[src/rtl/alu_iter.sv]
// alu_iter: small ALU with single-cycle ADD/SUB/NAND/ROTL/NOP and
// iterative shift-add MULT and restoring DIV/MOD (one bit per cycle).
//
// state  | meaning
// -------+-----------------------------------------------------------
// IDLE   | waiting for start; single-cycle ops complete here
// ITER   | MULT/DIV/MOD running, one iteration per clock, busy high
// FINISH | result just written, done high, back to IDLE next edge
//
// OP_BITS is expected to be at least 3; codes above 7 decode to NOP.
module alu_iter #(
  parameter int NUM_BITS = 16,
  parameter int OP_BITS  = 3
) (
  input  logic                clk,
  input  logic                rst,
  input  logic                start,
  input  logic [OP_BITS-1:0]  operator,
  input  logic [NUM_BITS-1:0] op1,
  input  logic [NUM_BITS-1:0] op2,
  output logic [NUM_BITS-1:0] op3,
  output logic                busy,
  output logic                done,
  output logic [3:0]          flags
);

  localparam int CW = $clog2(NUM_BITS + 1);

  localparam logic [1:0] S_IDLE   = 2'd0;
  localparam logic [1:0] S_ITER   = 2'd1;
  localparam logic [1:0] S_FINISH = 2'd2;

  localparam logic [2:0] OP_ADD  = 3'd0;
  localparam logic [2:0] OP_SUB  = 3'd1;
  localparam logic [2:0] OP_MULT = 3'd2;
  localparam logic [2:0] OP_NAND = 3'd3;
  localparam logic [2:0] OP_DIV  = 3'd4;
  localparam logic [2:0] OP_MOD  = 3'd5;
  localparam logic [2:0] OP_ROTL = 3'd6;
  localparam logic [2:0] OP_NOP  = 3'd7;

  logic [1:0]          state_q, state_d;
  logic [CW-1:0]       cnt_q, cnt_d;
  logic [2:0]          opc_q, opc_d;
  // hi/lo: product halves for MULT, remainder/quotient for DIV/MOD
  logic [NUM_BITS-1:0] hi_q, hi_d;
  logic [NUM_BITS-1:0] lo_q, lo_d;
  // b: multiplicand for MULT, divisor for DIV/MOD
  logic [NUM_BITS-1:0] b_q, b_d;
  logic [NUM_BITS-1:0] op3_q, op3_d;
  logic [3:0]          flags_q, flags_d;
  logic                done_q, done_d;

  logic [2:0]          op_in;
  logic                op_iter;
  logic [NUM_BITS-1:0] sc_res;
  logic [3:0]          sc_flags;
  logic [NUM_BITS-1:0] step_hi, step_lo;

  // Decode the incoming opcode; anything outside 0..7 is NOP.
  always_comb begin
    op_in = (operator > OP_BITS'(7)) ? OP_NOP : operator[2:0];
    op_iter = (op_in == OP_MULT) ||
              (((op_in == OP_DIV) || (op_in == OP_MOD)) && (op2 != '0));
  end

  // Single-cycle datapath, including the divide-by-zero shortcut.
  always_comb begin
    logic [NUM_BITS:0] sum;
    logic [NUM_BITS:0] dif;
    logic              dz, ovf, cy;
    sum    = {1'b0, op1} + {1'b0, op2};
    dif    = {1'b0, op1} - {1'b0, op2};
    sc_res = '0;
    dz     = 1'b0;
    ovf    = 1'b0;
    cy     = 1'b0;
    case (op_in)
      OP_ADD: begin
        sc_res = sum[NUM_BITS-1:0];
        cy     = sum[NUM_BITS];
        ovf    = (op1[NUM_BITS-1] == op2[NUM_BITS-1]) &&
                 (sum[NUM_BITS-1] != op1[NUM_BITS-1]);
      end
      OP_SUB: begin
        sc_res = dif[NUM_BITS-1:0];
        cy     = dif[NUM_BITS];
        ovf    = (op1[NUM_BITS-1] != op2[NUM_BITS-1]) &&
                 (dif[NUM_BITS-1] != op1[NUM_BITS-1]);
      end
      OP_NAND: sc_res = ~(op1 & op2);
      OP_ROTL: begin
        sc_res = {op1[NUM_BITS-2:0], op1[NUM_BITS-1]};
        cy     = op1[NUM_BITS-1];
      end
      OP_DIV: begin
        sc_res = '1;
        dz     = 1'b1;
      end
      OP_MOD: begin
        sc_res = op1;
        dz     = 1'b1;
      end
      default: sc_res = '0;
    endcase
    sc_flags = {dz, ovf, cy, (sc_res == '0)};
  end

  // One iteration of shift-add multiply or restoring divide.
  always_comb begin
    logic [NUM_BITS:0]   msum;
    logic [NUM_BITS:0]   rem_sh;
    logic [NUM_BITS-1:0] rdif;
    logic                borrow;
    msum   = {1'b0, hi_q} + (lo_q[0] ? {1'b0, b_q} : '0);
    rem_sh = {hi_q, lo_q[NUM_BITS-1]};
    rdif   = rem_sh[NUM_BITS-1:0] - b_q;
    borrow = (rem_sh < {1'b0, b_q});
    if (opc_q == OP_MULT) begin
      step_hi = msum[NUM_BITS:1];
      step_lo = {msum[0], lo_q[NUM_BITS-1:1]};
    end else if (borrow) begin
      step_hi = rem_sh[NUM_BITS-1:0];
      step_lo = {lo_q[NUM_BITS-2:0], 1'b0};
    end else begin
      step_hi = rdif;
      step_lo = {lo_q[NUM_BITS-2:0], 1'b1};
    end
  end

  // FSM next-state, operand capture and result write-back.
  always_comb begin
    logic [NUM_BITS-1:0] fres;
    state_d = state_q;
    cnt_d   = cnt_q;
    opc_d   = opc_q;
    hi_d    = hi_q;
    lo_d    = lo_q;
    b_d     = b_q;
    op3_d   = op3_q;
    flags_d = flags_q;
    done_d  = 1'b0;
    fres    = '0;
    case (state_q)
      S_IDLE: begin
        if (start) begin
          opc_d = op_in;
          if (op_iter) begin
            state_d = S_ITER;
            cnt_d   = CW'(NUM_BITS);
            hi_d    = '0;
            lo_d    = op1;
            b_d     = op2;
          end else begin
            op3_d   = sc_res;
            flags_d = sc_flags;
            done_d  = 1'b1;
          end
        end
      end
      S_ITER: begin
        hi_d  = step_hi;
        lo_d  = step_lo;
        cnt_d = cnt_q - CW'(1);
        if (cnt_q == CW'(1)) begin
          // Last iteration: write the result straight from the step logic.
          fres    = (opc_q == OP_MOD) ? step_hi : step_lo;
          op3_d   = fres;
          flags_d = {1'b0, (opc_q == OP_MULT) && (step_hi != '0), 1'b0,
                     (fres == '0)};
          done_d  = 1'b1;
          state_d = S_FINISH;
        end
      end
      S_FINISH: state_d = S_IDLE;
      default:  state_d = S_IDLE;
    endcase
  end

  // State and datapath registers with asynchronous reset.
  always_ff @(posedge clk or posedge rst) begin
    if (rst) begin
      state_q <= S_IDLE;
      cnt_q   <= '0;
      opc_q   <= OP_NOP;
      hi_q    <= '0;
      lo_q    <= '0;
      b_q     <= '0;
      op3_q   <= '0;
      flags_q <= '0;
      done_q  <= 1'b0;
    end else begin
      state_q <= state_d;
      cnt_q   <= cnt_d;
      opc_q   <= opc_d;
      hi_q    <= hi_d;
      lo_q    <= lo_d;
      b_q     <= b_d;
      op3_q   <= op3_d;
      flags_q <= flags_d;
      done_q  <= done_d;
    end
  end

  assign op3   = op3_q;
  assign flags = flags_q;
  assign done  = done_q;
  assign busy  = (state_q == S_ITER);

endmodule

[config.mk]
export PLATFORM = sky130hd
export DESIGN_NAME = alu_iter
export DESIGN_NICKNAME = d
export VERILOG_FILES = /design/src/rtl/alu_iter.sv
export SDC_FILE = /design/constraint.sdc
export NUM_CORES = 1
export LEC_CHECK = 0
export BUFFER_PORTS_ARGS = -buffer_cell sky130_fd_sc_hd__buf_2
export CAP_MARGIN = 20
export CELL_PAD_IN_SITES_DETAIL_PLACEMENT = 1
export CELL_PAD_IN_SITES_GLOBAL_PLACEMENT = 2
export CORE_UTILIZATION = 40
export CTS_CLUSTER_SIZE = 16
export DETAILED_ROUTE_END_ITERATION = 7
export PLACE_DENSITY_LB_ADDON = 0.25
export SYNTH_ARGS = -nofsm -noshare
export SYNTH_HDL_FRONTEND = slang
export SYNTH_SLANG_ARGS = --single-unit
[constraint.sdc]
create_clock -name clk -period 5 [get_ports clk]
set_input_delay 0.25 -clock clk [delete_from_list [all_inputs] [get_ports clk]]
set_output_delay 0.25 -clock clk [all_outputs]
set_load 0.005 [all_outputs]
* Word-level counts from Yosys, hierarchy flattened *
Index checks and enable logic that the tools add are counted.

cells by class
  add/subtract/negate cells = 5
  order comparisons = 2
  equal/unequal tests = 18
  multiplexer cells = 36
  bitwise operators = 2
  reductions and logical operators = 19

operators by type and width
  kind                                              number
  two-way mux 16 bit                                12
  one-hot mux 16 bit (2 select lines)               3
  one-hot mux 16 bit (6 select lines)               1
  adder 16 x 16 -> 17 bit                           2
  zero test 16 bit                                  2
  nonzero test 16 bit                               2
  less-than comparator 17 x 16 -> 1 bit             1
  subtractor 16 x 16 -> 17 bit                      1
  AND 16 bit                                        1
  NOT 16 bit                                        1
  subtractor 16 bit                                 1
  == test 3 bit, second input constant              4
  two-way mux 4 bit                                 3
  two-way mux 5 bit                                 2
  one-hot mux 5 bit (2 select lines)                1
  == test 3 x 2 -> 1 bit, second input constant     3
  AND reduction 3 bit                               3
  one-hot mux 4 bit (2 select lines)                1
  two-way mux 2 bit                                 3
  != test 2 bit, second input constant              3
  == test 5 x 1 -> 1 bit, second input constant     1
  two-way mux 1 bit                                 5
  subtractor 5 x 1 -> 5 bit, second input constant  1
  logical AND 1 bit                                 4
  17 further kinds                                  21

storage, ports and cells
  bits in registers = 79
  bits of input ports = 38
  output and inout bits = 22
  word-level logic and storage cells = 91

* Depth between registers and ports, before layout *
  word-level depth = 9
  depth in mapped cells = 14
  gate-level depth less buffers = 13

* Least setup slack after synthesis *
No wires, ideal clock.

  kind = register to register
  from = reg lo_q[0]
  to = reg flags_q[2] (netlist: flags[2])
  library setup time = 0.125 ns
  arrival = 3.202 ns
  data required time = 4.875 ns
  setup slack = 1.673 ns
  stages on the path, launching flop included = 15
  buffers on the path = 1
  period minus slack after synthesis = 3.327 ns
  cell sequence = dfrtp_1 -> clkbuf_1 -> and2_1 -> ha_1 -> fa_1 -> a211oi_1 -> o21bai_1 -> o22ai_1 -> o21ai_0 -> xnor2_1 -> a22o_1 -> nand4_1 -> or4_1 -> nor4_2 -> nor2_1

on the way
  word-level cells in the longest chain between the ends = 7

RTL lines
  item                                line  text
  from (decl)                         47    logic [NUM_BITS-1:0] lo_q, lo_d;
  from (signal assigned)              197   lo_q <= lo_d;
  two-way mux 16 bit                  115   msum = {1'b0, hi_q} + (lo_q[0] ? {1'b0, b_q} : '0);
  adder 16 x 16 -> 17 bit             115
  two-way mux 16 bit                  119   if (opc_q == OP_MULT) begin
  nonzero test 16 bit                 169   flags_d = {1'b0, (opc_q == OP_MULT) && (step_hi != '0), 1'b0,
  logical AND 1 bit                   169
  two-way mux 4 bit                   165   if (cnt_q == CW'(1)) begin
  one-hot mux 4 bit (2 select lines)  144   case (state_q)
  to (signal assigned)                200   flags_q <= flags_d;
  to (decl)                           51    logic [3:0] flags_q, flags_d;

No other way between the ends. The select of a mux whose other input is x is not followed.
A chain may end at the register's enable or synchronous reset.

* Worst setup path after layout *
Ends and elaborated chain as after synthesis.

==> flow_summary.json <==
{
  "port_buffers": 59,
  "cts_inserted_buffers": 9,
  "routabilityCongestion": 0.928,
  "die_area_sq_um": 21000,
  "first_iter_violations": 366,
  "synth.area.top_cells": "dfrtp_1, ha_1, o21ai_0, a21oi_1, nand2_1",
  "crit_type": "register to register",
  "final_net_count": 1196,
  "first_pass_iters": 5,
  "via_per_inst": 6.00,
  "peakVddDrop_uv": 209,
  "clock-sinks": 79,
  "ys.flop_type": "dfrtp_1",
  "clockBufferDepth": 2,
  "fin_setup_tns_ns": 0,
  "synth_seq_area_share_pct": 24.3,
  "fp.dieH_microns": 145,
  "hold_buffers": 1,
  "syn_to_final_growth_pct": 9.47,
  "syn-num-nets": 1171,
  "grt.total_usage_pct": 29.8,
  "layout-drive-gt1-share_pct": 11.4,
  "diodes": 0,
  "start_kind": "register",
  "hold_path.class": "input pin to register",
  "rsz0062_at_grt": "false",
  "drcViolationCount": 0,
  "layout_common_cells": "nand2_1, o21ai_0, a21oi_1",
  "fp.coreArea_sq_um": 19700,
  "finalHoldViolations": 0,
  "grt_max_degree": 63,
  "htreeDepth": 3,
  "postRouteAntennaNets": 0,
  "hpwl_microns": 23200,
  "synth-async-reset-ratio_pct": 100,
  "r2r_cells": 13,
  "clock_skew_ns": 0.0149,
  "grt_pass1_wl_microns": 46800,
  "maxSlewViolCount": 0,
  "cts_tree": "done",
  "status": "finished, final reports clean",
  "post-route-period-util_pct": 81.6,
  "rows": 51,
  "postRouteWirelength_microns": 29700,
  "syn_area_sq_um": 8170,
  "post-cts-setup-buffers": 0,
  "timing.hold.ws_ns": 0.271,
  "clk-insertion-delay-late_ns": 0.35,
  "required_ns": 5.23,
  "wl_per_cell_microns": 21.9,
  "syn_area_per_cell_sq_um": 7.69,
  "yosysTopAreaCell": "dfrtp_1",
  "post_cts_resized": 0,
  "max_freq_ghz": 0.245,
  "p_per_area_nw_per_um2": 697,
  "clk_pin_slew_ns": 0.06,
  "final_common_cell": "nand2_1",
  "setup_violations": 0,
  "antenna_found_initial": 0,
  "placed_area_sq_um": 8660,
  "synth_cells": 1062,
  "initial_core_util_pct": 41.4,
  "vias": 8146,
  "die_w_microns": 145,
  "yosysUniqueCellTypes": 76,
  "yosys_warnings": 0,
  "cp_max_fo": 18,
  "cp.arrival_ns": 4.31,
  "synth_edf_count": 0,
  "ys_ff_latch": 79,
  "critPathCaptureType": "register",
  "drv_cap": 0,
  "p_leak_nw": 4.03,
  "finalInstanceArea_sq_um": 8940,
  "whs_path_depth": 2,
  "slew_headroom_pct": 41.5,
  "tightest_slew_ns": 0.874,
  "io_pins": 60,
  "grt_pass1_vias": 8246,
  "grt.overflow.total": 0,
  "period_minus_slack_ns": 4.08,
  "clock-root-buffer": "clkbuf_16",
  "synth_top_area_share_pct": 23.3
}
-- flip-flops by register name, summed over array words and instances, names as in the netlist --
register  count
state_q       2
done          1
cnt_q         5
opc_q         3
b_q          16
lo_q         16
flags         4
op3          16
hi_q         16
-- layer usage --
layer / wire length [microns] / vias to the layer above / track usage (%)
li1: - / 3890 / -
met5: 0 / - / 0
met1: 13900 / 4042 / 40.3
met3: 1030 / 36 / 3.29
met2: 14000 / 178 / 49.6
met4: 744 / 0 / 9.58
-- critical path: stages, from the launching register on --
cell,delay [ns]
dfrtp_1,0.61
and2_1,0.26
ha_1,0.24
fa_1,0.47
a211oi_1,0.26
o21bai_1,0.17
o22ai_1,0.43
o21ai_0,0.24
xnor2_1,0.21
a22o_1,0.21
nand4_1,0.08
or4_1,0.45
nor4_2,0.26
nor2_1,0.07
-- final timing paths --
| path | startpoint | end | slack, ns |
|---|---|---|---|
| min reg2reg | flags[1]$_DFFE_PP0P_ | flags[1]$_DFFE_PP0P_ | 0.47 |
| min in group asynchronous | rst | b_q[3]$_DFFE_PP0P_ | 0.41 |
| max in group asynchronous | rst | lo_q[13]$_DFFE_PP0P_ | 3.43 |
| max reg2reg | lo_q[0]$_DFFE_PP0P_ | flags[2]$_DFFE_PP0P_ | 0.92 |
| max | lo_q[0]$_DFFE_PP0P_ | flags[2]$_DFFE_PP0P_ | 0.92 |
| min | op2[0] | b_q[0]$_DFFE_PP0P_ | 0.27 |
-- power by group --
part           total [mW]  switching (mW)  leakage (nW)  internal, mW
Sequential           1.27           0.309         0.981         0.964
Clock               0.623           0.272         0.130         0.351
Combinational        4.34            2.67          2.92          1.66
-- cell usage after synthesis (7+ instances only) --
cell type	number
a31oi_1	9
nand4_1	10
nor3_1	25
dfrtp_1	76
o22ai_1	11
nand3_1	13
o31ai_1	8
ha_1	67
o211ai_1	18
o221ai_1	9
a211oi_1	12
mux2i_1	34
clkbuf_1	39
or3_1	7
and2_1	25
a22o_1	7
o21a_1	11
a21o_1	14
inv_1	71
xor2_1	12
mux2_2	13
nand2_1	115
nor2_1	71
nor4_1	13
o21ai_0	110
nor2b_1	15
a21oi_1	90
xnor2_1	26
nand2b_1	13
buf_2	11
-- logic make-up after synthesis --
group,count (synthesis),synth area share [%]
DFF,79,24.3
buffers and inverters,129,6.20
adders and majority gates,71,11.2
xor gates and xnor gates,38,4.08
muxes,47,5.96
and+or+nand+nor,348,21.3
AOI/OAI and AO/OA,350,26.9
-- area by class of cell --
type                       instances  area [sq um]
fill                            2484         10800
multi-input combinational        854          5690
sequential                        79          1980
timing repair buffer              72           395
tap                              265           332
inverter                          71           268
clock buffer                      13           250
clock inverter                     3          21.3
-- per-stage QoR --
stage | utilization [%] | std cells | setup WS [ns] | power (mW)
after floorplan | - | 1062 | 1.67 | 4.25
after global placement | 43.9 | 1340 | 0.941 | 5.49
after detailed placement | 43.9 | 1340 | 0.936 | 5.54
after CTS | 45.3 | 1357 | 0.918 | 6.20
after global routing | 45.3 | 1357 | 0.659 | 6.76
final | 45.3 | 1357 | 0.919 | 6.23
(Power assumes the default switching activity.)
